## config.mk

```make
export PLATFORM = sky130hd
export DESIGN_NAME = reg_rename_file_flat
export DESIGN_NICKNAME = d
export VERILOG_FILES = /design/src/rtl/reg_rename_file_if.sv /design/src/rtl/reg_rename_file.sv /design/src/flat_wrapper.sv
export SDC_FILE = /design/constraint.sdc
export NUM_CORES = 2
export LEC_CHECK = 0
export CAP_MARGIN = 20
export CORE_MARGIN = 4
export CORE_UTILIZATION = 60
export CTS_BUF_LIST = sky130_fd_sc_hd__clkbuf_8 sky130_fd_sc_hd__clkbuf_16
export DETAILED_ROUTE_END_ITERATION = 7
export GPL_TIMING_DRIVEN = 0
export PLACE_DENSITY = 0.78
export RECOVER_POWER = 50
export SYNTH_ARGS = -nofsm -noshare
export SYNTH_HDL_FRONTEND = slang
export SYNTH_SLANG_ARGS = --single-unit
```

## constraint.sdc

```tcl
create_clock -name clk_in -period 9.2 [get_ports clk_in]
set_input_delay 1.84 -clock clk_in [delete_from_list [all_inputs] [get_ports clk_in]]
set_output_delay 1.84 -clock clk_in [all_outputs]
set_load 0.05 [all_outputs]
```

## src/rtl/reg_rename_file_if.sv

```systemverilog
// Commit, rename and operand-read bus between the ROB/issue side and the
// rename register file.
//
// Handshake semantics: every strobe here (en_commit, rename_en) is a
// single-cycle qualifier with no back-pressure. The register file always
// accepts a strobe that is high on a rising edge while rdy_in is high. The
// read side is purely combinational. Addresses in, value/busy/tag out in
// the same cycle, with no valid or ready qualifier.
interface reg_rename_file_if #(
    parameter int XLEN = 32,
    parameter int TAGW = 5
);
    // Commit bus from the ROB
    logic            en_commit;
    logic [TAGW-1:0] commit_rob;
    logic [4:0]      commit_rd;
    logic [XLEN-1:0] commit_val;

    // Rename request from issue
    logic            rename_en;
    logic [4:0]      rename_rd;
    logic [TAGW-1:0] rename_rob;

    // Operand read ports
    logic [4:0]      rs1_addr;
    logic [XLEN-1:0] rs1_val;
    logic            rs1_busy;
    logic [TAGW-1:0] rs1_tag;
    logic [4:0]      rs2_addr;
    logic [XLEN-1:0] rs2_val;
    logic            rs2_busy;
    logic [TAGW-1:0] rs2_tag;

    // Retired-instruction counter
    logic [31:0]     commit_count;

    // ROB/issue side
    modport master (
        output en_commit, commit_rob, commit_rd, commit_val,
        output rename_en, rename_rd, rename_rob,
        output rs1_addr, rs2_addr,
        input  rs1_val, rs1_busy, rs1_tag,
        input  rs2_val, rs2_busy, rs2_tag,
        input  commit_count
    );

    // Register file side
    modport slave (
        input  en_commit, commit_rob, commit_rd, commit_val,
        input  rename_en, rename_rd, rename_rob,
        input  rs1_addr, rs2_addr,
        output rs1_val, rs1_busy, rs1_tag,
        output rs2_val, rs2_busy, rs2_tag,
        output commit_count
    );
endinterface

```

## src/rtl/reg_rename_file.sv

```systemverilog
// Architectural register file with a per-register rename tag table.
// Commits retire values and release tags only when the committing ROB
// index still owns the register. A flush releases every tag at once.
// Read ports bypass a same-cycle commit but never a same-cycle rename.
module reg_rename_file #(
    parameter int NREG = 32,
    parameter int XLEN = 32,
    parameter int TAGW = 5
) (
    input  logic               clk_in,
    input  logic               rst_in,
    input  logic               rdy_in,
    input  logic               clear,
    reg_rename_file_if.slave   bus
);

    // Architectural state. Entry 0 is held at reset values forever, so x0
    // reads as zero, never busy, with tag zero.
    logic [XLEN-1:0] r_regs [NREG];
    logic            r_busy [NREG];
    logic [TAGW-1:0] r_tag  [NREG];
    logic [31:0]     r_commit_count;

    // Read-path intermediates
    logic            w_rs1_hit;
    logic            w_rs2_hit;
    logic            w_rs1_release;
    logic            w_rs2_release;

    // Retire values, count commits, and maintain the busy/tag table
    always_ff @(posedge clk_in or negedge rst_in) begin
        if (!rst_in) begin
            for (int i = 0; i < NREG; i++) begin
                r_regs[i] <= '0;
                r_busy[i] <= 1'b0;
                r_tag[i]  <= '0;
            end
            r_commit_count <= '0;
        end else if (rdy_in) begin
            // A commit always writes and counts, even alongside a flush
            if (bus.en_commit) begin
                if (bus.commit_rd != 5'd0) begin
                    r_regs[bus.commit_rd] <= bus.commit_val;
                end
                r_commit_count <= r_commit_count + 32'd1;
            end
            // Priority per register: flush, then rename, then commit release.
            // A rename to the same register as a commit therefore keeps it
            // busy under the new tag.
            for (int i = 1; i < NREG; i++) begin
                if (clear) begin
                    r_busy[i] <= 1'b0;
                end else if (bus.rename_en && (bus.rename_rd == i[4:0])) begin
                    r_busy[i] <= 1'b1;
                    r_tag[i]  <= bus.rename_rob;
                end else if (bus.en_commit && (bus.commit_rd == i[4:0]) &&
                             (r_tag[i] == bus.commit_rob)) begin
                    r_busy[i] <= 1'b0;
                end
            end
        end
    end

    // Operand read with same-cycle commit bypass on value and busy
    always_comb begin
        w_rs1_hit     = bus.en_commit && (bus.commit_rd == bus.rs1_addr) &&
                        (bus.rs1_addr != 5'd0);
        w_rs2_hit     = bus.en_commit && (bus.commit_rd == bus.rs2_addr) &&
                        (bus.rs2_addr != 5'd0);
        w_rs1_release = bus.en_commit && (bus.commit_rd == bus.rs1_addr) &&
                        (r_tag[bus.rs1_addr] == bus.commit_rob);
        w_rs2_release = bus.en_commit && (bus.commit_rd == bus.rs2_addr) &&
                        (r_tag[bus.rs2_addr] == bus.commit_rob);

        bus.rs1_val  = w_rs1_hit ? bus.commit_val : r_regs[bus.rs1_addr];
        bus.rs1_busy = r_busy[bus.rs1_addr] && !w_rs1_release && !clear;
        bus.rs1_tag  = r_tag[bus.rs1_addr];

        bus.rs2_val  = w_rs2_hit ? bus.commit_val : r_regs[bus.rs2_addr];
        bus.rs2_busy = r_busy[bus.rs2_addr] && !w_rs2_release && !clear;
        bus.rs2_tag  = r_tag[bus.rs2_addr];
    end

    assign bus.commit_count = r_commit_count;

endmodule

```

## src/flat_wrapper.sv

```systemverilog
// flat-port wrapper written by rule: the top's interface ports become plain ports
module reg_rename_file_flat 
#(
    parameter int NREG = 32,
    parameter int XLEN = 32,
    parameter int TAGW = 5
)
  (clk_in, rst_in, rdy_in, clear, bus_en_commit, bus_commit_rob, bus_commit_rd, bus_commit_val, bus_rename_en, bus_rename_rd, bus_rename_rob, bus_rs1_addr, bus_rs2_addr, bus_rs1_val, bus_rs1_busy, bus_rs1_tag, bus_rs2_val, bus_rs2_busy, bus_rs2_tag, bus_commit_count);
  reg_rename_file_if #(.XLEN(XLEN), .TAGW(TAGW)) bus_i ();
  input  logic clk_in;
  input  logic rst_in;
  input  logic rdy_in;
  input  logic clear;
  input wire logic [$bits(bus_i.en_commit)-1:0] bus_en_commit;
  input wire logic [$bits(bus_i.commit_rob)-1:0] bus_commit_rob;
  input wire logic [$bits(bus_i.commit_rd)-1:0] bus_commit_rd;
  input wire logic [$bits(bus_i.commit_val)-1:0] bus_commit_val;
  input wire logic [$bits(bus_i.rename_en)-1:0] bus_rename_en;
  input wire logic [$bits(bus_i.rename_rd)-1:0] bus_rename_rd;
  input wire logic [$bits(bus_i.rename_rob)-1:0] bus_rename_rob;
  input wire logic [$bits(bus_i.rs1_addr)-1:0] bus_rs1_addr;
  input wire logic [$bits(bus_i.rs2_addr)-1:0] bus_rs2_addr;
  output wire logic [$bits(bus_i.rs1_val)-1:0] bus_rs1_val;
  output wire logic [$bits(bus_i.rs1_busy)-1:0] bus_rs1_busy;
  output wire logic [$bits(bus_i.rs1_tag)-1:0] bus_rs1_tag;
  output wire logic [$bits(bus_i.rs2_val)-1:0] bus_rs2_val;
  output wire logic [$bits(bus_i.rs2_busy)-1:0] bus_rs2_busy;
  output wire logic [$bits(bus_i.rs2_tag)-1:0] bus_rs2_tag;
  output wire logic [$bits(bus_i.commit_count)-1:0] bus_commit_count;
  assign bus_i.en_commit = bus_en_commit;
  assign bus_i.commit_rob = bus_commit_rob;
  assign bus_i.commit_rd = bus_commit_rd;
  assign bus_i.commit_val = bus_commit_val;
  assign bus_i.rename_en = bus_rename_en;
  assign bus_i.rename_rd = bus_rename_rd;
  assign bus_i.rename_rob = bus_rename_rob;
  assign bus_i.rs1_addr = bus_rs1_addr;
  assign bus_i.rs2_addr = bus_rs2_addr;
  assign bus_rs1_val = bus_i.rs1_val;
  assign bus_rs1_busy = bus_i.rs1_busy;
  assign bus_rs1_tag = bus_i.rs1_tag;
  assign bus_rs2_val = bus_i.rs2_val;
  assign bus_rs2_busy = bus_i.rs2_busy;
  assign bus_rs2_tag = bus_i.rs2_tag;
  assign bus_commit_count = bus_i.commit_count;
  reg_rename_file #(.NREG(NREG), .XLEN(XLEN), .TAGW(TAGW)) u_core (.clk_in(clk_in), .rst_in(rst_in), .rdy_in(rdy_in), .clear(clear), .bus(bus_i));
endmodule
```

==> run summary <==
Hold is met by 473 ps. The area used by multi-input combinational logic is 0.0353 mm². The tools report the initial cell density of the core as 0.607. The worst hold path class is reg2reg. Summing all flip-flop and latch instances after layout gives 0.0311 mm². Global routing usage on met1: 0.515.

The proportion of synthesized flip-flops having asynchronous set or reset is 1.00. The checks that failed: design-rule violations, max-capacitance violations, max-slew violations, negative setup slack. The endpoint of the worst hold path was u_core.bus.commit_count[31]$_DFFE_PN0P_. The tools report the maximum clock path buffer count as 3. The core region is 0.113 mm².

The critical path in this run is classified as in2out. The global-route layer with the greatest usage is met2. At the pin with the least slew margin, the transition time is 5540 ps.

The die is 346 µm wide. In the routed layout, each cell is associated on average with a via count of 7.37. By area, the combinational part of the netlist is dominated by multiplexers. In this run the most critical hold path is launched from u_core.bus.commit_count[31]$_DFFE_PN0P_.

The routed wire length per instance came out at 35.5 µm. The mean cell area of the mapped netlist works out to 14.0 µm². Via count of the first global-routing pass: 51300. TritonCTS built the clock tree. From synthesis to final layout, the design area changed by 13.1%. Counting the buffers created by CTS gives 138. The depth of the CTS H-tree came out at 4. The clock slew seen by the registers of the worst setup and hold paths came out at 60 ps. Data arrives at the worst endpoint at 7370 ps.

OpenSTA, run right after detailed placement, puts the worst setup slack at 169 ps. Sort of element at the end of the critical path: a primary output. The first-pass GRT wire length is 349000 µm. The signal on the critical path passes through clkbuf_1 -> buf_2 -> buf_1 -> clkbuf_1 -> clkbuf_1 -> a21oi_1 -> nor2_1 -> nor2_1 -> o41ai_1 -> clkdlybuf4s50_1. The logs give -8.50 ps for the final worst-path setup slack and 6 for the number of warnings issued by yosys. The share of the synthesized netlist area taken by xor and xnor gates is 0.0266, and the number of max-slew violations in the final report is 625. The cell repeated most along the worst path is sky130_fd_sc_hd__clkbuf_1. For this run, the slowest stage of the critical path takes 970 ps. From bottom edge to top edge, the die measures 346 µm. The number of sinks driven by the clock tree is 1242, and the highest net fanout along the worst path is 10. The worst-case clock skew is 22.1 ps, and the met2 track utilization from global routing is 0.583. The worst register-to-register path begins at u_core.bus.commit_count[3]$_DFFE_PN0P_.

The run gives 0.185 mV as the peak supply drop. The tools report the final core utilization as 0.687. The hold-critical path depth is 1.

The logs give 182 for the largest net degree at the start of global routing and 0.0727 mm² for the post-detailed-placement cell area. Once layout is complete, the cells apart from fillers number 6852. The share of Yosys cell area claimed by the top area cell type was 0.453; the HPWL after detailed placement was 170000 µm.

The run finished, with violations left. The global routing met3 resource utilization was 0.137. After technology mapping, the gate count stands at 4899. The tools report the leakage power figure as 34.6 nW. Wires add up to 243000 µm. In this run the remaining antenna-violating nets after routing total 0.

Number of fillers in the final layout: 7961. The clock period minus worst slack was 9210 ps. Summing over every cut layer, the via total after detailed routing is 50500.

The area share of fa/ha/maj cells after synthesis was 0.000182; the flip-flop and latch count after synthesis was 1242. Post-CTS repair changed the size of 0 cells. sky130_fd_sc_hd__dfrtp_1 takes more of the synthesized area than any other cell. Max-cap violations in this run came to 5. Proportion of layout cells with a drive suffix above 1: 0.387. The critical path contains buffers and inverters numbering 6 combined. The number of placed instances, taps included, is 6585.

The post-synthesis net count was 4968. Ranked by total cell area, the synthesized netlist is headed by sky130_fd_sc_hd__dfrtp_1, sky130_fd_sc_hd__mux2_2, sky130_fd_sc_hd__mux4_2. For the overall global routing resource usage, the log shows 0.400. The number of hold violations in the final report was 0. The total setup violations reported at the end of the flow was 1.

The reg-to-reg setup timing slack is 7170 ps, and the share of synthesized area occupied by flip-flops and latches is 0.453. After floorplanning, the core was divided into 123 placement rows. Simple-gate share of the synthesized area: 0.0329. The maximum clock frequency was 0.109 GHz. Setup repair after global routing left no endpoint under its margin. Counting flops with a built-in enable in the synthesized netlist gives 0.

The run gives 780 ps as the clock latency on the worst-skew pair. The final critical-path share of the clock period was 1.00. Clock tree synthesis selected as its root buffer the cell sky130_fd_sc_hd__clkbuf_16. The detailed router's first-iteration violation count came out at 7365. Worst flop-to-flop path endpoint: u_core.bus.commit_count[30]$_DFFE_PN0P_.

The fraction of the mapped netlist area in compound gates works out to 0.0442. For the finished layout cell area, the log shows 0.0777 mm². The die covers 0.120 mm².

Slowest library cell on the worst path: sky130_fd_sc_hd__clkdlybuf4s50_1. The layout net count was 5315; the number of antenna violations at the first check in global routing was 7. Buffers placed on the I/O ports in this run total 158. Summing every instance area after synthesis gives 0.0687 mm². For the number of ports placed on the die boundary, the log shows 176. The logs give 7360 ps for the data required time at the worst endpoint and 1.06 for the final weighted congestion of routability-driven global placement.

Summed over all layers, the global routing overflow is 0. For the relative slew slack, the log shows -2.69. The total iterations of the first detailed-routing run came out at 8. After detailed routing, the number of remaining DRC violations is 3. Multiplexer share of the synthesized area: 0.410. The synthesized netlist contains 63 unique library cells.

The power density over the cells was 199 mW/mm². The family with the most delay on the worst path is buffers and inverters. Most instantiated flip-flop cell in the synthesis netlist: sky130_fd_sc_hd__dfrtp_1. The critical path launch point type is an input port. The worst register-to-register path has a depth of 7.
## flip-flops by register name, summed over array words and instances, names as in the netlist
register and count:
u_core.bus.commit_count 32, u_core.r_busy 31, u_core.r_regs 1024, u_core.r_tag 155
## Yosys cell counts (78+ instances only)
library cell                  n
sky130_fd_sc_hd__buf_1       86
sky130_fd_sc_hd__clkbuf_1   296
sky130_fd_sc_hd__mux4_2     522
sky130_fd_sc_hd__xor2_1      78
sky130_fd_sc_hd__xnor2_1    129
sky130_fd_sc_hd__a21oi_1    100
sky130_fd_sc_hd__mux2i_1    332
sky130_fd_sc_hd__dfrtp_1   1242
sky130_fd_sc_hd__buf_2       95
sky130_fd_sc_hd__nand2_1    169
sky130_fd_sc_hd__mux2_2    1129
sky130_fd_sc_hd__o221ai_1   131
sky130_fd_sc_hd__nor2_1     116
## worst register-to-register path: cells and delay by family, from the launching register on
| family | cells | cell delay [ps] |
|---|---|---|
| simple gates | 6 | 1330 |
| flops | 1 | 410 |
| xor+xnor | 1 | 210 |
## logic make-up after synthesis
| kind of cell | count (synthesis) |
|---|---|
| AOI/OAI and AO/OA | 434 |
| xor gates and xnor gates | 208 |
| adders and majority gates | 1 |
| buffers and inverters | 529 |
| DFF | 1242 |
| muxes | 2013 |
| and+or+nand+nor | 472 |
## through the flow
stage	total power, mW	setup TNS [ps]
after CTS	15.4	0
after detailed placement	9.58	0
after global placement	9.48	-
after floorplan	8.54	0
after global routing	15.9	0
final	15.5	-8.50
## per-layer routing
metal  up-vias  wire length (µm)
li1      19400                 -
met1     26100             87200
met2      3884            106000
met3      1122             30200
met4         6             19800
met5         -                90
## worst max-delay path by stage
stage                     from                         endpoint  slack [ps]  depth (start not counted)
6_report       bus_rs2_addr[2]                   bus_rs2_val[2]          -9                         10
4_1_cts        bus_rs1_addr[2]                   bus_rs1_val[1]         140                         10
3_3_place_gp            rst_in  u_core.r_regs[1010]$_DFFE_PN0P_      -50030                          1
2_1_floorplan  bus_rs2_addr[0]                  bus_rs2_val[10]        2300                         10
3_5_place_dp   bus_rs1_addr[2]                   bus_rs1_val[1]         170                         10
5_1_grt        bus_rs2_addr[2]                   bus_rs2_val[2]         120                         10
## cell usage in the layout, fill, tap and decap left out, types with 12 or more instances in the layout
cell type | Yosys | routed
sky130_fd_sc_hd__dfrtp_1 | 1242 | 1242
sky130_fd_sc_hd__mux2_2 | 1129 | 1129
sky130_fd_sc_hd__mux4_2 | 522 | 522
sky130_fd_sc_hd__mux2i_1 | 332 | 332
sky130_fd_sc_hd__clkbuf_1 | 296 | 297
sky130_fd_sc_hd__nand2_1 | 169 | 169
sky130_fd_sc_hd__clkdlybuf4s50_1 | 0 | 154
sky130_fd_sc_hd__clkbuf_16 | 0 | 145
sky130_fd_sc_hd__o221ai_1 | 131 | 131
sky130_fd_sc_hd__xnor2_1 | 129 | 129
sky130_fd_sc_hd__nor2_1 | 116 | 116
sky130_fd_sc_hd__buf_2 | 95 | 100
sky130_fd_sc_hd__a21oi_1 | 100 | 100
sky130_fd_sc_hd__buf_1 | 86 | 84
sky130_fd_sc_hd__xor2_1 | 78 | 78
sky130_fd_sc_hd__o21ai_0 | 69 | 69
sky130_fd_sc_hd__nand4_1 | 41 | 41
sky130_fd_sc_hd__o22ai_1 | 37 | 37
sky130_fd_sc_hd__buf_4 | 33 | 34
sky130_fd_sc_hd__inv_1 | 7 | 34
sky130_fd_sc_hd__o41ai_1 | 33 | 33
sky130_fd_sc_hd__nor4_1 | 31 | 31
sky130_fd_sc_hd__buf_8 | 0 | 31
sky130_fd_sc_hd__mux2_1 | 29 | 29
sky130_fd_sc_hd__clkbuf_8 | 0 | 29
sky130_fd_sc_hd__nand3_1 | 24 | 24
sky130_fd_sc_hd__clkinv_2 | 0 | 19
sky130_fd_sc_hd__nor3_1 | 18 | 18
sky130_fd_sc_hd__a21o_1 | 17 | 17
sky130_fd_sc_hd__nor2b_1 | 15 | 15
sky130_fd_sc_hd__bufinv_16 | 0 | 15
sky130_fd_sc_hd__and3_1 | 13 | 13
sky130_fd_sc_hd__nand2b_1 | 12 | 12
sky130_fd_sc_hd__buf_6 | 9 | 12
## final cells by class
| cell class | count | share of cell area |
|---|---|---|
| Inverter | 9 | 0.000435 |
| Tap cell | 1500 | 0.0242 |
| Buffer | 519 | 0.0293 |
| Sequential cell | 1242 | 0.400 |
| Clock buffer | 173 | 0.0515 |
| Multi-Input combinational cell | 3128 | 0.454 |
| Antenna cell | 2 | 0.0000644 |
| Clock inverter | 71 | 0.00983 |
| Timing Repair Buffer | 208 | 0.0302 |
## power breakdown
part / leakage [nW] / internal (mW) / switching, mW / total, mW
Sequential: 16.6 / 6.11 / 0.553 / 6.67
Combinational: 15.5 / 1.44 / 1.51 / 2.95
Clock: 2.45 / 3.49 / 2.36 / 5.85
Total: 34.6 / 11.0 / 4.42 / 15.5
## timing repair
| action | in CTS | in global routing |
|---|---|---|
| endpoints found under the setup margin | 0 | 2 |
| buffers inserted | 0 | 0 |
| hold buffers | 0 | 0 |
Note: power is estimated with default switching activity, not from simulation.
